[src/rtl/swire_pkg.sv]
// Shared definitions for the single-wire responder: FSM states and frame constants.
package swire_pkg;

  typedef enum logic [2:0] {
    IDLE,
    RX_START,
    RX_DATA,
    RX_STOP,
    TURN,
    TX_START,
    TX_DATA,
    TX_STOP
  } state_t;

  localparam int   DATA_BITS = 8;
  localparam logic START_BIT = 1'b0;
  localparam logic STOP_BIT  = 1'b1;

endpackage

[src/rtl/swire_bit_timer.sv]
// Free-running bit-period counter with synchronous clear.
// Flags the mid-bit cycle and the last cycle of each bit period.
module swire_bit_timer #(
  parameter int BIT_CYCLES = 100
) (
  input  logic clk,
  input  logic rst_n,
  input  logic clr,
  output logic mid_tick,
  output logic end_tick
);

  localparam int W = $clog2(BIT_CYCLES);

  logic [W-1:0] cnt;

  assign mid_tick = (cnt == W'(BIT_CYCLES / 2 - 1));
  assign end_tick = (cnt == W'(BIT_CYCLES - 1));

  always_ff @(posedge clk or negedge rst_n) begin
    if (!rst_n) begin
      cnt <= '0;
    end else if (clr || end_tick) begin
      cnt <= '0;
    end else begin
      cnt <= cnt + 1'b1;
    end
  end

endmodule

[src/rtl/swire_responder.sv]
// Half-duplex single-wire responder: receives one UART-style command frame,
// releases the line for a guard interval, then drives back one response frame.
module swire_responder
  import swire_pkg::*;
#(
  parameter int BIT_CYCLES = 100,
  parameter int TURN_BITS  = 2
) (
  input  logic       clk,
  input  logic       rst_n,
  input  logic       dout,
  output logic       en,
  output logic       din,
  output logic [7:0] rx_data,
  output logic       rx_valid,
  output logic       frame_err,
  input  logic [7:0] tx_data,
  input  logic       tx_valid,
  output logic       tx_done,
  output logic       no_resp,
  output logic       busy
);

  localparam int TW = $clog2(TURN_BITS + 1);

  state_t          state;
  logic            sync1, line_s, prev_line;
  logic [7:0]      rx_shift, tx_shift;
  logic [2:0]      bit_idx;
  logic [TW-1:0]   turn_cnt;
  logic            timer_clr, mid_tick, end_tick, fall, turn_last;

  // After the start bit is confirmed at mid-bit the timer is re-zeroed, so
  // every later end_tick lands in the middle of a received bit.
  assign timer_clr = (state == IDLE) || ((state == RX_START) && mid_tick);
  assign fall      = prev_line && !line_s;
  assign turn_last = (state == TURN) && end_tick && (turn_cnt == TW'(TURN_BITS - 1));
  assign busy      = (state != IDLE);

  swire_bit_timer #(.BIT_CYCLES(BIT_CYCLES)) u_timer (
    .clk      (clk),
    .rst_n    (rst_n),
    .clr      (timer_clr),
    .mid_tick (mid_tick),
    .end_tick (end_tick)
  );

  always_ff @(posedge clk or negedge rst_n) begin
    if (!rst_n) begin
      sync1  <= 1'b1;
      line_s <= 1'b1;
    end else begin
      sync1  <= dout;
      line_s <= sync1;
    end
  end

  always_ff @(posedge clk or negedge rst_n) begin
    if (!rst_n) begin
      state     <= IDLE;
      en        <= 1'b0;
      din       <= 1'b1;
      rx_data   <= '0;
      rx_valid  <= 1'b0;
      frame_err <= 1'b0;
      no_resp   <= 1'b0;
      tx_done   <= 1'b0;
      prev_line <= 1'b1;
      rx_shift  <= '0;
      tx_shift  <= '0;
      bit_idx   <= '0;
      turn_cnt  <= '0;
    end else begin
      rx_valid  <= 1'b0;
      frame_err <= 1'b0;
      no_resp   <= 1'b0;
      tx_done   <= 1'b0;
      prev_line <= line_s;
      case (state)
        IDLE: begin
          if (fall) state <= RX_START;
        end
        RX_START: begin
          if (mid_tick) begin
            if (line_s == START_BIT) begin
              bit_idx <= '0;
              state   <= RX_DATA;
            end else begin
              state <= IDLE;
            end
          end
        end
        RX_DATA: begin
          if (end_tick) begin
            rx_shift <= {line_s, rx_shift[7:1]};
            bit_idx  <= bit_idx + 3'd1;
            if (bit_idx == 3'(DATA_BITS - 1)) state <= RX_STOP;
          end
        end
        // A bad stop leaves prev_line tracking the (low) line, so a fresh
        // falling edge is required before the next frame is accepted.
        RX_STOP: begin
          if (end_tick) begin
            if (line_s == STOP_BIT) begin
              rx_data  <= rx_shift;
              rx_valid <= 1'b1;
              turn_cnt <= '0;
              state    <= TURN;
            end else begin
              frame_err <= 1'b1;
              state     <= IDLE;
            end
          end
        end
        TURN: begin
          if (end_tick) turn_cnt <= turn_cnt + 1'b1;
          if (turn_last) begin
            if (tx_valid) begin
              tx_shift <= tx_data;
              en       <= 1'b1;
              din      <= START_BIT;
              state    <= TX_START;
            end else begin
              no_resp   <= 1'b1;
              prev_line <= 1'b1;
              state     <= IDLE;
            end
          end
        end
        TX_START: begin
          if (end_tick) begin
            din     <= tx_shift[0];
            bit_idx <= '0;
            state   <= TX_DATA;
          end
        end
        TX_DATA: begin
          if (end_tick) begin
            bit_idx <= bit_idx + 3'd1;
            if (bit_idx == 3'(DATA_BITS - 1)) begin
              din   <= STOP_BIT;
              state <= TX_STOP;
            end else begin
              tx_shift <= {1'b0, tx_shift[7:1]};
              din      <= tx_shift[1];
            end
          end
        end
        TX_STOP: begin
          if (end_tick) begin
            en        <= 1'b0;
            din       <= 1'b1;
            tx_done   <= 1'b1;
            prev_line <= 1'b1;
            state     <= IDLE;
          end
        end
        default: state <= IDLE;
      endcase
    end
  end

endmodule

[config.mk]
export PLATFORM = sky130hd
export DESIGN_NAME = swire_responder
export DESIGN_NICKNAME = d
export VERILOG_FILES = /design/src/rtl/swire_pkg.sv /design/src/rtl/swire_bit_timer.sv /design/src/rtl/swire_responder.sv
export SDC_FILE = /design/constraint.sdc
export NUM_CORES = 1
export LEC_CHECK = 0
export BUFFER_PORTS_ARGS = -buffer_cell sky130_fd_sc_hd__buf_2
export CAP_MARGIN = 20
export CELL_PAD_IN_SITES_DETAIL_PLACEMENT = 1
export CELL_PAD_IN_SITES_GLOBAL_PLACEMENT = 2
export CORE_MARGIN = 1
export CORE_UTILIZATION = 31
export CTS_BUF_LIST = sky130_fd_sc_hd__clkbuf_4
export CTS_CLUSTER_DIAMETER = 50
export CTS_CLUSTER_SIZE = 12
export DETAILED_ROUTE_END_ITERATION = 8
export GPL_TIMING_DRIVEN = 0
export PLACE_DENSITY_LB_ADDON = 0.12
export SETUP_SLACK_MARGIN = 0.4
export SKIP_LAST_GASP = 1
export SLEW_MARGIN = 10
export SYNTH_ARGS = -nofsm -noshare
export SYNTH_HDL_FRONTEND = slang
export SYNTH_SLANG_ARGS = --single-unit
[constraint.sdc]
create_clock -name clk -period 4.6 [get_ports clk]
set_clock_uncertainty 0.2 [all_clocks]
set_input_delay 0.69 -clock clk [delete_from_list [all_inputs] [get_ports clk]]
set_output_delay 0.69 -clock clk [all_outputs]
set_load 0.05 [all_outputs]
==> impl_metrics.toml, run 1 <==
[setup_path]
critPathKind = "reg2out"
start_kind = "flop"
r2r_start = "state[0]"
cp_data_required_time_ns = 3.71
cp_max_fo = 10
r2r_cells = 8
arrival_ns = 1.90
r2r_end = "tx_shift[5]"
cp-end-kind = "primary output"
rrSetupSlack_ns = 2.17

[clock_network]
hold_buffers = 0
clock_path_buffers = 2
cts_buffers = 5
clk_pin_slew_ns = 0.15
cts_setup_buffers = 0
ctsRootBufferMaster = "clkbuf_4"
cts_tree = "built"
insertion_delay_ns = 0.37
cts.sinks = 48
h-tree-depth = 2
ctsResizeCount = 0

[global_route]
grt_overflow_total = 0
grtUsageTotal_pct = 14.3
grt_pass1_vias = 1653
grt_pass1_wl_um = 8310
antenna_found_initial = 0
grt_max_degree = 49

[pwr]
ir_drop_v = 0.000131
powerDensity_nw_per_um2 = 287
leakage_uw = 0.00131

[floorplanning]
die_y_um = 87.3
fp.coreArea_sq_um = 6910
rows = 30
io_pins = 27
initial_core_util_pct = 32.7
dieArea_sq_um = 7630
die_x_um = 87.3

[status]
status = "complete, no violations"

[placed_design]
dp_hpwl_um = 3550
dpl.cell_count = 317
numPortBuffers = 26
pre_cts_slack_ns = 2.16
post_dp_cell_area_sq_um = 2510
place_congestion = 0.686

[drt]
drtIter0Drc = 36
drt-vias-per-instance = 4.69
dr.pass1.iters = 4
totalWireLength_um = 4830
ant_nets = 0
post-route-drc-count = 0
vias = 1529
wire_per_inst_um = 14.8

[timing]
period_share_pct = 60.6
period_minus_slack_ns = 2.79
relSlewSlack_pct = 58.8
hold_viol = 0
tightestPinTransition_ns = 0.618
setup-tns-final_ns = 0
setup_ws_ns = 1.81
max_freq_ghz = 0.359
maxSlewViolCount = 0
setup_viol_count_final = 0
rsz0062_at_grt = "no"

[yosys]
yosysTopAreaCell = "dfrtp_1"
synth_flop_cell = "dfrtp_1"
syn_area_sq_um = 2260
synth.yosys.seq_area_share_pct = 53.4
ys_ff_latch = 48
synth_edf_count = 0
synth_top_area_share_pct = 48.8
synthTopCellsByArea = "dfrtp_1 49%, mux2_2 8.5%, ha_1 5.5%, mux2i_1 4.9%, dfstp_2 4.7%"
synthArstFlopShare_pct = 100
synth.distinct_cells = 39
synth_warnings = 0
synth_nets = 217
syn_avg_cell_area_sq_um = 11.6
synthCells = 195

[worst_hold_path]
hold_class = "in2async"

[job]
maxCapViolations = 0

[layout]
final_util_pct = 38.2
finalNonFillerCells = 326
syn2layout_area_growth_pct = 17.0
postLayoutCellArea_sq_um = 2640
final_nets = 251
drive_gt1_share_pct = 28.3
diodes = 0
==> placed cells by master (no fill, tap or decap), types with 3 or more instances in the layout <==
cell type / instances
dfrtp_1: 44
buf_2: 26
nand2_1: 19
nor2_1: 18
mux2_2: 17
mux2i_1: 11
ha_1: 10
inv_1: 9
a21oi_1: 8
nand3_1: 7
o21ai_0: 7
clkbuf_4: 6
nor2b_1: 4
dfstp_2: 4
clkbuf_1: 3
xnor2_1: 3
a211oi_1: 3
==> final cells by class <==
cell class                 count  area, sq um
fill                         786         4270
sequential                    48         1210
multi-input combinational    133          995
timing repair buffer          27          158
tap                           96          120
clock inverter                 2         60.1
clock buffer                   6         45.0
inverter                       9         33.8
buffer                         5         22.5
==> where the power goes <==
group | internal (uW) | switching (uW) | total (uW)
combinational | 7.53 | 11.5 | 19.0
clock | 176 | 137 | 313
sequential | 424 | 0.857 | 425
==> cell usage after synthesis, types with 2 or more instances <==
cell type and instances:
xor2_1 2, and3_1 2, nand2_1 19, nor4_1 2, a21oi_1 8, nand3_1 7, ha_1 10, mux2_2 17
nor2b_1 4, clkbuf_1 3, nor2_1 18, dfstp_2 4, xnor2_1 3, nor3b_4 2, inv_1 9, a211oi_1 3
mux2i_1 11, o21ai_0 7, dfrtp_1 44
==> cell families (layout without fill, tap and decap cells) <==
logic type | after synthesis | count (layout) | share of synthesized area (%)
adder cells (fa/ha/maj) | 10 | 10 | 5.54
AO/OA/AOI/OAI | 26 | 26 | 7.65
buffers and inverters | 14 | 49 | 2.49
multiplexers | 28 | 28 | 13.4
XOR/XNOR | 5 | 5 | 1.94
AND/OR/NAND/NOR | 64 | 64 | 15.6
flip-flops | 48 | 48 | 53.4
==> state kept, by name, summed over array words and instances, names as in the netlist, 2 cells and up <==
register and cells:
u_timer.cnt 7, bit_idx 3, state 3, rx_shift 8, tx_shift 8, rx_data 8
turn_cnt 2
==> worst max-delay path, cell delays in order, from the launching register on <==
cell	delay, ns
dfrtp_1	0.44
inv_1	0.14
ha_1	0.19
clkbuf_1	0.40
nand2b_1	0.13
buf_2	0.24
==> worst max path at each step <==
stage	cells past startpoint	to	startpoint
after detailed placement	8	tx_shift[5]	state[0]
after global routing	5	busy	state[1]
after floorplan	4	busy	state[0]
after global placement	5	busy	state[0]
after CTS	5	busy	state[0]
final	5	busy	state[0]
==> metrics by stage <==
step                      hold WS, ns  total power [uW]
after global routing            0.129               786
final                           0.114               757
after detailed placement        0.150               450
after global placement          0.147               450
after floorplan                 0.145               436
after CTS                       0.170               770
==> metal layers <==
| layer | wire, um | up-vias | track usage [%] |
|---|---|---|---|
| met4 | 77 | 0 | 5.37 |
| met2 | 2380 | 23 | 23.6 |
| met5 | 0 | - | 0 |
| met3 | 137 | 6 | 3.13 |
| met1 | 2230 | 763 | 18.3 |
| li1 | - | 737 | - |
Note: power is estimated with default switching activity, not from simulation.
==> inputs of run 2 (changes only) <==
ABC_AREA = 1   (was not set)
clock period = 2.35 ns   (was 4.6 ns; I/O delays follow)
==> impl_metrics.toml, run 2 <==
[yosys]
yosysMostFrequentCell = "nand2_1"
yosysTopAreaCell = "dfrtp_1"
synth_flop_cell = "dfrtp_1"
synthCells = 290
synth.yosys.seq_area_share_pct = 48.5
synth_top_area_share_pct = 44.2
ys_ff_latch = 48
syn_avg_cell_area_sq_um = 8.58
synth_edf_count = 0
synth.distinct_cells = 29
synthTopCellsByArea = "dfrtp_1 44%, nand2_1 14%, ha_1 5.0%, nand3_1 4.8%, dfstp_2 4.2%"
synth_nets = 312
synthArstFlopShare_pct = 100
synth_common_cells = "96 x nand2_1, 44 x dfrtp_1, 28 x inv_1"
syn_area_sq_um = 2490
synth_warnings = 0

[pwr]
ir_drop_v = 0.000189
leakage_uw = 0.00157
powerDensity_nw_per_um2 = 454

[timing]
setup-tns-final_ns = 0
relSlewSlack_pct = 73.7
setup_ws_ns = 0.430
period_share_pct = 81.7
max_freq_ghz = 0.521
period_minus_slack_ns = 1.92
tightestPinTransition_ns = 0.395
setup_viol_count_final = 0
maxSlewViolCount = 0
hold_viol = 0
rsz0062_at_grt = "yes"

[floorplanning]
die_x_um = 91.6
dieArea_sq_um = 8390
rows = 32
fp.coreArea_sq_um = 7730
initial_core_util_pct = 32.2
die_y_um = 91.6
io_pins = 27

[layout]
fillers = 952
layout_common_cells = "91 x nand2_1, 44 x dfrtp_1, 27 x inv_1, 26 x buf_2, 24 x nand3_1"
mostFrequentLayoutCell = "nand2_1"
drive_gt1_share_pct = 29.1
seqCellArea_sq_um = 1210
final_util_pct = 39.2
multiInputGateArea_sq_um = 1180
reg_top3 = "rx_data: 8 flops, rx_shift: 8 flops, tx_shift: 8 flops"
diodes = 0
final_nets = 361
finalNonFillerCells = 442
syn2layout_area_growth_pct = 21.8

[placed_design]
numPortBuffers = 26
pre_cts_slack_ns = 0.225
dpl.cell_count = 419
place_congestion = 0.739
dp_hpwl_um = 4050

[clock_network]
clk_pin_slew_ns = 0.15
cts_buffers = 5
clock_path_buffers = 2
ctsRootBufferMaster = "clkbuf_4"
cts.sinks = 48
insertion_delay_ns = 0.37
cts_tree = "built"
h-tree-depth = 2

[drt]
ant_nets = 0
drt-vias-per-instance = 4.51
vias = 1992
dr.pass1.iters = 4
wire_per_inst_um = 12.8
drtIter0Drc = 42
totalWireLength_um = 5660
post-route-drc-count = 0

[setup_path]
cp-end-kind = "primary output"
cp_data_required_time_ns = 1.80
start_kind = "flop"
arrival_ns = 1.37
cp_max_fo = 4
critPathKind = "reg2out"

[worst_hold_path]
hold_class = "in2reg"

[job]
maxCapViolations = 0

[global_route]
grt_pass1_vias = 1981
grt_max_degree = 34
grt_pass1_wl_um = 9710
grt_overflow_total = 0
antenna_found_initial = 0
grtUsageTotal_pct = 14.8

[status]
status = "complete, no violations"
==> run 2: cell types whose count changed in the layout (fill, tap and decap cells not counted), sizes merged, moves of 4 or more <==
cell	before	now
nand3	8	27
a211oi	4	0
inv	9	32
clkbuf	9	5
nor2	19	28
nand2	19	104
buf	29	45
o21ai	7	22
nor2b	4	0
mux2i	11	0
mux2	17	0
a21oi	8	2
==> run 2: where the power goes <==
group	switching (uW)	total, uW	internal (uW)
clock network	281	504	223
logic	24.3	39.8	15.5
registers	2.09	833	831
total	307	1380	1070
==> run 2: worst paths after layout <==
kind                       startpoint        endpoint  slack (ns)  cells past startpoint
min reg2reg                     sync1          line_s        0.17                      0
max                          state[1]            busy        0.43                      4
min                          tx_valid       prev_line        0.08                      4
max in group asynchronous       rst_n             din        1.16                      3
min in group asynchronous       rst_n  u_timer.cnt[4]        0.21                      2
max reg2reg                  state[1]     tx_shift[0]        0.50                      9
==> run 2: worst max-delay path: stages, from the launching register on <==
cell and delay (ns):
dfrtp_1 0.44, inv_1 0.10, ha_2 0.21, nand2_2 0.10
buf_6 0.16
==> run 2: cells by family after synthesis <==
| logic type | count (synthesis) | synth area share, % |
|---|---|---|
| adders and majority gates | 10 | 5.03 |
| DFF | 48 | 48.5 |
| buffers and inverters | 37 | 6.54 |
| and+or+nand+nor | 164 | 30.7 |
| xor gates and xnor gates | 5 | 1.76 |
| AOI/OAI and AO/OA | 26 | 7.49 |
==> run 2: final cells by class <==
| class | instances | share of cell area [%] |
|---|---|---|
| inverter | 32 | 3.96 |
| clock inverter | 3 | 1.40 |
| multi-input combinational | 205 | 39.0 |
| timing repair buffer | 42 | 9.04 |
| tap | 102 | 4.21 |
| buffer | 5 | 1.40 |
| sequential | 48 | 39.8 |
| clock buffer | 5 | 1.24 |
==> run 2: stage by stage <==
step / area, sq um / total power (uW) / hold slack [ns]
after global placement: 2750 / 883 / 0.148
after floorplan: 2490 / 855 / -0.143
after global routing: 3030 / 1440 / 0.0822
after detailed placement: 2770 / 888 / 0.108
after CTS: 2910 / 1410 / 0.0645
final: 3030 / 1380 / 0.0829
==> run 2: metal layers <==
layer / vias up / track usage, % / wire (um)
met2: 23 / 23.2 / 2590
met4: 0 / 5.16 / 85
met5: - / 0 / 0
met1: 958 / 20.3 / 2810
li1: 1005 / - / -
met3: 6 / 2.93 / 168
==> run 2: repair_timing <==
action	in CTS	in global routing
hold buffers	2	0
setup endpoints to repair	11	31
pin swaps	1	3
setup buffers	5	8
gates resized for setup	1	17
endpoints found under the hold margin	14	0
==> inputs of run 3 (changes only) <==
ABC_AREA = 0   (was 1)
clock period = 1.96 ns   (was 2.35 ns; I/O delays follow)
==> impl_metrics.toml, run 3 (synthesis results as in run 1) <==
[worst_hold_path]
holdPathEnd = "tx_shift[2]"
hold_start = "tx_data[2]"
hold_class = "in2reg"
min_path_cells = 3

[global_route]
grtUsageTotal_pct = 15.9
antenna_found_initial = 0
grt_pass1_vias = 1967
grt_pass1_wl_um = 9300
grt_max_degree = 49
grt_overflow_total = 0

[layout]
final_nets = 296
drive_gt1_share_pct = 58.2
syn2layout_area_growth_pct = 50.2
fillers = 755
finalNonFillerCells = 371
reg_top3 = "rx_data: 8 flops, rx_shift: 8 flops, tx_shift: 8 flops"
diodes = 0
mostFrequentLayoutCell = "dfrtp_1"
seqCellArea_sq_um = 1210
layout_common_cells = "40 x dfrtp_1, 29 x buf_4, 22 x buf_2, 14 x nand2_1, 12 x buf_6"
multiInputGateArea_sq_um = 1330

[setup_path]
cp.buffers_inverters = 2
cp-end-kind = "flop"
cp_data_required_time_ns = 2.07
arrival_ns = 2.08
cp_cell_sequence = "ha_4, and4b_2, nand2_4, a211oi_4, buf_6, buf_6, nor2_2, a21oi_1"
r2r_end = "tx_shift[6]"
crit_path_top_delay_cell = "dfrtp_1"
start_kind = "flop"
cpLargestDelayFamily = "flip-flops"
rrSetupSlack_ns = -0.02
cp_common_cell = "buf_6"
cp_max_fo = 6
critPathKind = "reg2reg"
r2r_start = "u_timer.cnt[1]"
slowest_delay_ns = 0.44
r2r_cells = 8

[floorplanning]
rows = 30
initial_core_util_pct = 32.7
die_x_um = 87.3
dieArea_sq_um = 7630
die_y_um = 87.3
fp.coreArea_sq_um = 6910
io_pins = 27

[clock_network]
cts.sinks = 48
clock_path_buffers = 2
clk_pin_slew_ns = 0.14
cts_buffers = 5
insertion_delay_ns = 0.37
cts_tree = "built"
h-tree-depth = 2
ctsRootBufferMaster = "clkbuf_4"

[timing]
max_freq_ghz = 0.506
setup_viol_count_final = 1
period_share_pct = 101
relSlewSlack_pct = 72.7
setup_ws_ns = -0.0152
maxSlewViolCount = 0
hold_viol = 0
tightestPinTransition_ns = 0.409
rsz0062_at_grt = "yes"
period_minus_slack_ns = 1.98

[drt]
drtIter0Drc = 79
wl_met1_um = 2560
dr_wl_met3_um = 130
highest_layer = "met4"
drt-vias-per-instance = 4.76
dr.pass1.iters = 3
vias = 1767
post-route-drc-count = 0
ant_nets = 0
dr_wl_met2_um = 3150
totalWireLength_um = 5920
wire_per_inst_um = 16.0

[status]
status = "finished, violations left"
violations = "negative setup slack"

[job]
maxCapViolations = 0

[placed_design]
dpl.cell_count = 317
dp_hpwl_um = 3500
place_congestion = 0.755
pre_cts_slack_ns = -0.240
numPortBuffers = 26

[pwr]
ir_drop_v = 0.000213
powerDensity_nw_per_um2 = 451
leakage_uw = 0.00158
## run 3: cell types whose count changed in the layout (fill, tap and decap cells not counted), sizes merged, moves of 6 or more
cell,change
a21oi,+6
mux2i,+11
nand3,-18
inv,-22
o21ai,-15
mux2,+17
buf,+24
nand2,-85
nor2,-9
## run 3: worst max-delay path by stage
| stage | slack (ns) | to | start | cells after the start |
|---|---|---|---|---|
| 2_1_floorplan | 0.05 | rx_shift[0] | u_timer.cnt[2] | 4 |
| 3_3_place_gp | -0.17 | rx_data[7] | u_timer.cnt[2] | 4 |
| 3_5_place_dp | -0.24 | rx_data[5] | u_timer.cnt[2] | 4 |
| 4_1_cts | 0.04 | bit_idx[0] | u_timer.cnt[3] | 6 |
| 5_1_grt | -0.08 | tx_shift[6] | turn_cnt[1] | 8 |
| 6_report | -0.02 | tx_shift[6] | u_timer.cnt[1] | 8 |
## run 3: worst register-to-register path, cell delays in order, from the launching register on
cell and delay, ns:
dfrtp_1 0.44, ha_4 0.20, and4b_2 0.31, nand2_4 0.09, a211oi_4 0.24, buf_6 0.16
buf_6 0.13, nor2_2 0.03, a21oi_1 0.11
## run 3: metrics by stage
stage / hold slack, ns / TNS (ns) / utilization [%] / area (sq um) / total power (uW)
after floorplan: -0.202 / 0 / - / 2300 / 1020
after global placement: 0.148 / -3.00 / 36.9 / 2550 / 1050
after detailed placement: 0.152 / -4.55 / 36.9 / 2550 / 1060
after CTS: -0.0582 / 0 / 43.9 / 3030 / 1530
after global routing: 0.0406 / -1.30 / 49.1 / 3390 / 1590
final: 0.0299 / -0.0152 / 49.1 / 3390 / 1530
## run 3: final cells by class
type | instances | share of cell area, %
multi-input combinational | 134 | 39.3
sequential | 48 | 35.7
timing repair buffer | 71 | 17.2
tap | 96 | 3.54
buffer | 5 | 1.62
clock buffer | 5 | 1.11
inverter | 9 | 0.997
clock inverter | 3 | 0.517
## run 3: power breakdown
| part | internal (uW) | total (uW) | leakage (uW) | switching [uW] |
|---|---|---|---|---|
| Combinational | 21.9 | 52.1 | 0.000921 | 30.2 |
| Clock | 139 | 477 | 0.0000330 | 338 |
| Sequential | 996 | 999 | 0.000628 | 2.49 |
| Total | 1160 | 1530 | 0.00158 | 370 |
## run 3: layer usage
metal / track usage (%) / vias to the layer above
li1: - / 839
met3: 2.56 / 8
met4: 5.96 / 0
met1: 19.0 / 894
met5: 0 / -
met2: 28.4 / 26
## run 3: timing repair
action | CTS | global route
hold buffers | 3 | 1
gates cloned | 2 | 0
setup buffers | 25 | 14
endpoints found under the setup margin | 47 | 49
resized for setup | 51 | 57
pin swaps | 9 | 17
endpoints found under the hold margin | 47 | 15
